`config.mk`:
```
export PLATFORM = sky130hd
export DESIGN_NAME = bin2bcd_bus
export DESIGN_NICKNAME = d
export VERILOG_FILES = /design/src/rtl/seg_pkg.sv /design/src/rtl/bcd_dd_step.sv /design/src/rtl/bin2bcd_bus.sv
export SDC_FILE = /design/constraint.sdc
export NUM_CORES = 1
export LEC_CHECK = 0
export CAP_MARGIN = 30
export CORE_ASPECT_RATIO = 1.1
export CORE_UTILIZATION = 45
export CTS_BUF_LIST = sky130_fd_sc_hd__clkbuf_4 sky130_fd_sc_hd__clkbuf_8
export DETAILED_ROUTE_END_ITERATION = 8
export PLACE_DENSITY = 0.67
export SKIP_CTS_REPAIR_TIMING = 1
export SLEW_MARGIN = 20
export SYNTH_ARGS = -nofsm -noshare
export SYNTH_HDL_FRONTEND = slang
export SYNTH_SLANG_ARGS = --single-unit
export TNS_END_PERCENT = 20
```
`constraint.sdc`:
```
create_clock -name sck -period 3.8 [get_ports sck]
set_clock_uncertainty 0.1 [all_clocks]
set_input_delay 0.76 -clock sck [delete_from_list [all_inputs] [get_ports sck]]
set_output_delay 0.76 -clock sck [all_outputs]
set_load 0.05 [all_outputs]
```
`src/rtl/seg_pkg.sv`:
```
// Shared constants and state encoding for the binary-to-BCD display bridge.
package seg_pkg;

  // Controller states: waiting for a write, running double-dabble, driving the display bus.
  typedef enum logic [1:0] {
    IDLE = 2'd0,
    CONV = 2'd1,
    PUSH = 2'd2
  } state_t;

  // Largest value that fits in eight decimal digits.
  localparam logic [31:0] BCD_MAX_DEC = 32'd99_999_999;

  // Saturated display pattern shown for out-of-range inputs.
  localparam logic [31:0] BCD_SAT = 32'h9999_9999;

  // One double-dabble iteration per input bit.
  localparam int CONV_ITERS = 32;

  // Iteration counter value on the final iteration.
  localparam logic [4:0] CNT_LAST = 5'(CONV_ITERS - 1);

endpackage

```
`src/rtl/bcd_dd_step.sv`:
```
// One combinational double-dabble iteration: add-3 correction on each BCD
// digit, then a one-bit left shift of the 64-bit {bcd, bin} pair.
module bcd_dd_step (
  input  logic [31:0] i_bcd,
  input  logic [31:0] i_bin,
  output logic [31:0] o_bcd,
  output logic [31:0] o_bin
);

  logic [31:0] w_adj;
  logic [63:0] w_shift;

  // Eight independent add-3 cells; a 4-bit add keeps carries inside the digit.
  for (genvar gi = 0; gi < 8; gi++) begin : g_digit
    assign w_adj[gi*4 +: 4] = (i_bcd[gi*4 +: 4] >= 4'd5) ? (i_bcd[gi*4 +: 4] + 4'd3)
                                                         : i_bcd[gi*4 +: 4];
  end

  // Shift the corrected digits and the remaining binary bits as one register.
  assign w_shift = {w_adj, i_bin} << 1;
  assign {o_bcd, o_bin} = w_shift;

endmodule

```
`src/rtl/bin2bcd_bus.sv`:
```
// Bus slave that converts a written 32-bit binary value to eight BCD digits
// and forwards the result to the seven-segment display with one write cycle.
module bin2bcd_bus
  import seg_pkg::*;
(
  input  logic        sck,
  input  logic        rst_n,
  input  logic        cs_n,
  input  logic        rw,
  input  logic [31:0] mosi,
  output logic [31:0] miso,
  output logic        seg_cs_n,
  output logic        seg_rw,
  output logic [31:0] seg_mosi,
  output logic        busy,
  output logic        ovf,
  output logic        drop
);

  state_t      r_state;
  state_t      w_state_next;
  logic [31:0] r_bin;
  logic [31:0] r_bcd;
  logic [4:0]  r_cnt;
  logic [31:0] r_miso;
  logic        r_seg_cs_n;
  logic        r_seg_rw;
  logic [31:0] r_seg_mosi;
  logic        r_busy;
  logic        r_ovf;
  logic        r_drop;

  logic        w_wr;
  logic        w_too_big;
  logic        w_last;
  logic [31:0] w_step_bcd;
  logic [31:0] w_step_bin;

  assign w_wr      = ~cs_n & rw;
  assign w_too_big = (mosi > BCD_MAX_DEC);
  assign w_last    = (r_cnt == CNT_LAST);

  bcd_dd_step u_step (
    .i_bcd (r_bcd),
    .i_bin (r_bin),
    .o_bcd (w_step_bcd),
    .o_bin (w_step_bin)
  );

  // State register.
  always_ff @(posedge sck or negedge rst_n) begin
    if (!rst_n) begin
      r_state <= IDLE;
    end else begin
      r_state <= w_state_next;
    end
  end

  // Next-state logic: overflowing writes skip conversion and go straight to the push.
  always_comb begin
    w_state_next = r_state;
    case (r_state)
      IDLE: begin
        if (w_wr) begin
          w_state_next = w_too_big ? PUSH : CONV;
        end
      end
      CONV: begin
        if (w_last) begin
          w_state_next = PUSH;
        end
      end
      PUSH: begin
        w_state_next = IDLE;
      end
      default: begin
        w_state_next = IDLE;
      end
    endcase
  end

  // Datapath, status flags and the registered display bus; the display
  // strobe is asserted only on edges that enter PUSH, so it lasts one cycle.
  always_ff @(posedge sck or negedge rst_n) begin
    if (!rst_n) begin
      r_bin      <= '0;
      r_bcd      <= '0;
      r_cnt      <= '0;
      r_miso     <= '0;
      r_seg_cs_n <= 1'b1;
      r_seg_rw   <= 1'b0;
      r_seg_mosi <= '0;
      r_busy     <= 1'b0;
      r_ovf      <= 1'b0;
      r_drop     <= 1'b0;
    end else begin
      r_seg_cs_n <= 1'b1;
      r_seg_rw   <= 1'b0;
      r_seg_mosi <= '0;
      case (r_state)
        IDLE: begin
          if (w_wr) begin
            r_bin  <= mosi;
            r_cnt  <= '0;
            r_drop <= 1'b0;
            r_busy <= 1'b1;
            if (w_too_big) begin
              r_bcd      <= BCD_SAT;
              r_ovf      <= 1'b1;
              r_miso     <= BCD_SAT;
              r_seg_cs_n <= 1'b0;
              r_seg_rw   <= 1'b1;
              r_seg_mosi <= BCD_SAT;
            end else begin
              r_bcd <= '0;
              r_ovf <= 1'b0;
            end
          end
        end
        CONV: begin
          r_bcd <= w_step_bcd;
          r_bin <= w_step_bin;
          r_cnt <= r_cnt + 5'd1;
          if (w_wr) begin
            r_drop <= 1'b1;
          end
          if (w_last) begin
            r_miso     <= w_step_bcd;
            r_seg_cs_n <= 1'b0;
            r_seg_rw   <= 1'b1;
            r_seg_mosi <= w_step_bcd;
          end
        end
        PUSH: begin
          r_busy <= 1'b0;
          if (w_wr) begin
            r_drop <= 1'b1;
          end
        end
        default: begin
          r_busy <= 1'b0;
        end
      endcase
    end
  end

  assign miso     = r_miso;
  assign seg_cs_n = r_seg_cs_n;
  assign seg_rw   = r_seg_rw;
  assign seg_mosi = r_seg_mosi;
  assign busy     = r_busy;
  assign ovf      = r_ovf;
  assign drop     = r_drop;

endmodule

```
# Yosys cells after proc, flatten, opt, wreduce, memory -nomap -nowiden
# Cells that the tools add are included.
# classes
mux	38
n_eq_ne	7
n_bitwise	3
order_cmp	9
reduce_logical	10
n_addsub	9
# op_table
operator	n
$mux 32	8
$pmux 32 s2	4
$ge 4x3->1 const B	8
$gt 32x27->1 const B	1
$add 4x2->4 const B	7
$mux 4	7
$pmux 5 s2	1
$mux 1	8
$pmux 1 s2	4
$reduce_and 2->1	4
$mux 2	3
$ne 2x2->1 const B	3
$add 5x1->5 const B	1
$eq 5x5->1 const B	1
$mux 5	1
$pmux 2 s2	1
$reduce_and 4->1	1
$reduce_bool 2->1	2
$add 3x2->3 const B	1
$mux 3	1
$reduce_and 3->1	1
$eq 2x1->1 const B	1
$eq 2x2->1 const B	1
$logic_not 2->1	1
4 further kinds	5
# word_totals
register_bits	140
in_bits	36
out_inout_bits	69

# Longest topological paths before layout
# depth
word_depth	4
ltp_mapped	11
mapped_depth_nobuf	7

# By module
# Synthesis repeated with hierarchy kept, for this count alone.
# hier_totals
cells_unflattened	614
hier_area_um2	6597.6
# modules_own_cells
module	cells_per_inst	area_each_um2	seq_area_each_um2	n_inst
bin2bcd_bus	456	5555.3	3504.6	1
bcd_dd_step	158	1042.2	0.0	1

# Least setup slack after synthesis
# Ideal clock, no wire load.
# synth_path
path_type	input to register
startpoint	input port cs_n
endpoint	register r_miso[10], in the netlist miso[10]
arrival_time_ps	2452
path_slack_ps	1123
n_path_buf	3
setup_time_ps	125
cell_stages	8
path_cell_list	nand2b_1 -> or2_1 -> buf_6 -> a21boi_1 -> buf_6 -> a311oi_4 -> buf_6 -> mux2_4
# synth_between
elab_chain_len	4
# synth_lines
element	line	rtl
start, declared	bin2bcd_bus.sv:8	input logic cs_n,
$not 1->1	bin2bcd_bus.sv:39	assign w_wr = ~cs_n & rw;
$and 1x1->1	bin2bcd_bus.sv:39	
$ne 2x2->1 (no source line)	--	
$reduce_and 4->1 (no source line)	--	
end signal, assigned	bin2bcd_bus.sv:128	r_miso <= w_step_bcd;
end, declared	bin2bcd_bus.sv:25	logic [31:0] r_miso;
# Every way passes these cells.
# A chain may end at the register's enable or synchronous reset.

# Worst setup path after layout
# layout_path
startpoint	register r_state[0]
endpoint	register r_bcd[31]
# layout_between
elab_chain_len	3
# layout_lines
element	line	rtl
start, declared	bin2bcd_bus.sv:20	state_t r_state;
start signal, assigned	bin2bcd_bus.sv:55	r_state <= w_state_next;
$eq 2x1->1 / $logic_not 2->1 (equally long branches)	bin2bcd_bus.sv:100	case (r_state)
$reduce_bool 2->1 (no source line) / $ne 2x2->1 (equally long branches)	--	
$reduce_and 2->1 (no source line)	--	
end signal, assigned	bin2bcd_bus.sv:121	r_bcd <= w_step_bcd;
end, declared	bin2bcd_bus.sv:23	logic [31:0] r_bcd;
# Parallel ways exist; a longest one is shown, timed or not.

==> reports/qor.txt <==
Setup Viol. Count Final -> 0
VDD IR max -> 246.6 uV
Mean Syn Cell Area -> 11.30 um^2
Worst slew pin tran -> 0.9208 ns
Hold crit path type -> in -> async
Post-Route WL -> 14.07 mm
H-tree depth -> 4
Fmax -> 0.3441 GHz
Top FF cell, synth -> dfrtp_1
CP endpoint kind -> register
Max-Cap Viols -> 0
TritonRoute pass-1 iters -> 4
First-pass GRT wire length -> 23.06 mm
Initial Utilization -> 0.4666
CTS Buf Count -> 17
Gr usage total -> 0.2007
# port buffers -> 104
Post-synthesis async set-or-reset flop share -> 1.000
Post-DP Area -> 7777 um^2
Initial antenna violation count -> 0
CTS tree -> done
Fin nets -> 735
P per Cell Area -> 494.4 nW/um^2
Placed wire-length estimate -> 9.358 mm
Post-place setup slack -> 0.4688 ns
Clock root buffer -> clkbuf_8
Clock-pin slew on the worst setup and hold paths -> 0.08 ns
Area Overhead vs Synth -> 25.44%
R2r startpoint -> r_state[0]
Reg2reg setup slack -> 0.89 ns
P_leak -> 3.610 nW
R2R Path End -> r_bcd[31]
Skew-Pair Late Insertion Delay -> 0.45 ns
Yosys Warn Count -> 0
Core Util, Final -> 0.5853
Die width -> 117.0 um
DRT antenna net count -> 0
Min Clock Period, post-route -> 2.906 ns
Crit Path Max Fanout -> 29
WS Path Type -> reg -> reg
DR WL/cell -> 15.99 um
Post-synthesis sequential area ratio -> 0.5358
# fillers -> 1155
#FFs+latches synth -> 140
Startpoint types -> register
Vias per cell -> 5.299
Yosys top cell by area -> dfrtp_1
Die Span Y -> 128.5 um
Syn Nets -> 635
Yosys top cell area share -> 0.5318
Final slew viol count -> 0
Io pins -> 105
Final hold vios -> 0
Overall Power -> 0.004057 W
Setup TNS -> 0 ns
Vias in the first global route -> 4633
Number of synthesized flops with an enable pin -> 0
Commonest non-fill, non-tap cell in the layout -> dfrtp_1
Cell area after synthesis -> 6541 um^2
Outcome -> completed
Slew Limit Headroom -> 0.3850
Remaining Overflow, GRT -> 0
Diodes inserted -> 0
Synth Instances -> 579
Initial DRC count -> 235
GPL Wtd Cong -> 0.8023
Setup ws final -> 0.8942 ns
Tcrit/Tclk final -> 0.7647
Rows -> 45
R2r worst-path depth -> 8
Commonest non-fill, non-tap cells in the layout -> dfrtp_1, clkdlybuf4s50_1, nand2_1
Layout cells sized above 1 -> 0.1040
Clock Sinks -> 140
Yosys cell types -> 41
Drt drc -> 0
Largest net degree at the start of global routing -> 83
Core area -> 14020 um^2
Vias -> 4663
RSZ-0062 raised after global routing -> false
Die ar. -> 15020 um^2
Arrival @ worst endpoint -> 3.13 ns
Critical path data required time -> 4.02 ns
Post-route design area -> 8205 um^2
Area contributors post-synth -> dfrtp_1, mux2i_1, o21ai_0
Clock buffer depth -> 2
cells by family (layout without fill, tap and decap cells):
family,Yosys count,in the layout,share of synthesized area
AO/OA/AOI/OAI,144,144,0.1471
multiplexers,67,67,0.1201
adder cells (fa/ha/maj),20,20,0.03826
flip-flops,140,140,0.5358
AND/OR/NAND/NOR,144,144,0.1100
buffers and inverters,56,169,0.03806
XOR/XNOR,8,8,0.01071
layout make-up:
cell class / count / area (um^2) / area share
clock buffers: 22 / 290.3 / 0.03538
multi-input cells: 383 / 2816 / 0.3432
clock inverters: 10 / 137.6 / 0.01677
repair buffers: 112 / 1127 / 0.1374
well taps: 188 / 235.2 / 0.02867
inverters: 25 / 93.84 / 0.01144
flip-flops and latches: 140 / 3505 / 0.4271
per-layer routing:
layer / track usage / routed length [um] / up-vias
li1: - / - / 2231
met1: 0.2669 / 6578 / 2283
met2: 0.3160 / 6713 / 128
met3: 0.04710 / 543 / 21
met4: 0.08191 / 238 / 0
met5: 0 / 0 / -
sequential cells by signal, summed over array words and instances (netlist names):
register,flops
seg_rw,1
r_bin,32
busy,1
seg_cs_n,1
r_bcd,32
miso,32
ovf,1
drop,1
r_state,2
seg_mosi,32
r_cnt,5
worst max-delay path by stage:
| stage | depth (start not counted) | startpoint | end |
|---|---|---|---|
| 2_1_floorplan | 8 | cs_n | miso[10] |
| 3_3_place_gp | 7 | mosi[25] | miso[0] |
| 3_5_place_dp | 7 | cs_n | r_bcd[31] |
| 4_1_cts | 8 | r_state[0] | r_bcd[31] |
| 5_1_grt | 8 | r_state[0] | r_bcd[31] |
| 6_report | 8 | r_state[0] | r_bcd[31] |
synth_stat cells (2+ instances only):
cell type	instances
dfrtp_1	139
nand2_1	74
o21ai_0	61
mux2i_1	35
a22o_1	25
inv_1	25
clkbuf_1	21
a21oi_1	20
ha_1	20
mux2_4	20
and2_1	15
nor3b_1	14
nand2b_1	11
a21o_1	10
o21bai_1	8
xnor2_1	8
a221o_1	7
o211a_1	7
and3_1	6
mux2_1	6
mux2_2	6
buf_6	5
nor2_1	5
nor2b_1	5
buf_1	4
nand3_1	4
nand3b_1	2
nor3_1	2
nor4_1	2
critical path, cell delays in order (launching register included):
cell and delay [ns]:
dfrtp_1 0.41, inv_1 0.06, ha_1 0.29, inv_1 0.16, or2_1 0.30, a21boi_4 0.59
buf_4 0.42, o21bai_1 0.13, a221o_1 0.31
metrics by stage:
| stage | std cells | hold slack (ns) |
|---|---|---|
| 2_1_floorplan | 579 | 0.3496 |
| 3_3_place_gp | 848 | 0.3615 |
| 3_5_place_dp | 848 | 0.3716 |
| 4_1_cts | 880 | 0.2656 |
| 5_1_grt | 880 | 0.2920 |
| 6_report | 880 | 0.2478 |
report_power, final:
group / switching (W) / internal [W] / total, W / leakage, nW
clock: 0.000578 / 0.000716 / 0.00129 / 0.216
sequential: 0.000146 / 0.00168 / 0.00183 / 1.76
combinational: 0.000543 / 0.000391 / 0.000933 / 1.64
(Power assumes the default switching activity.)
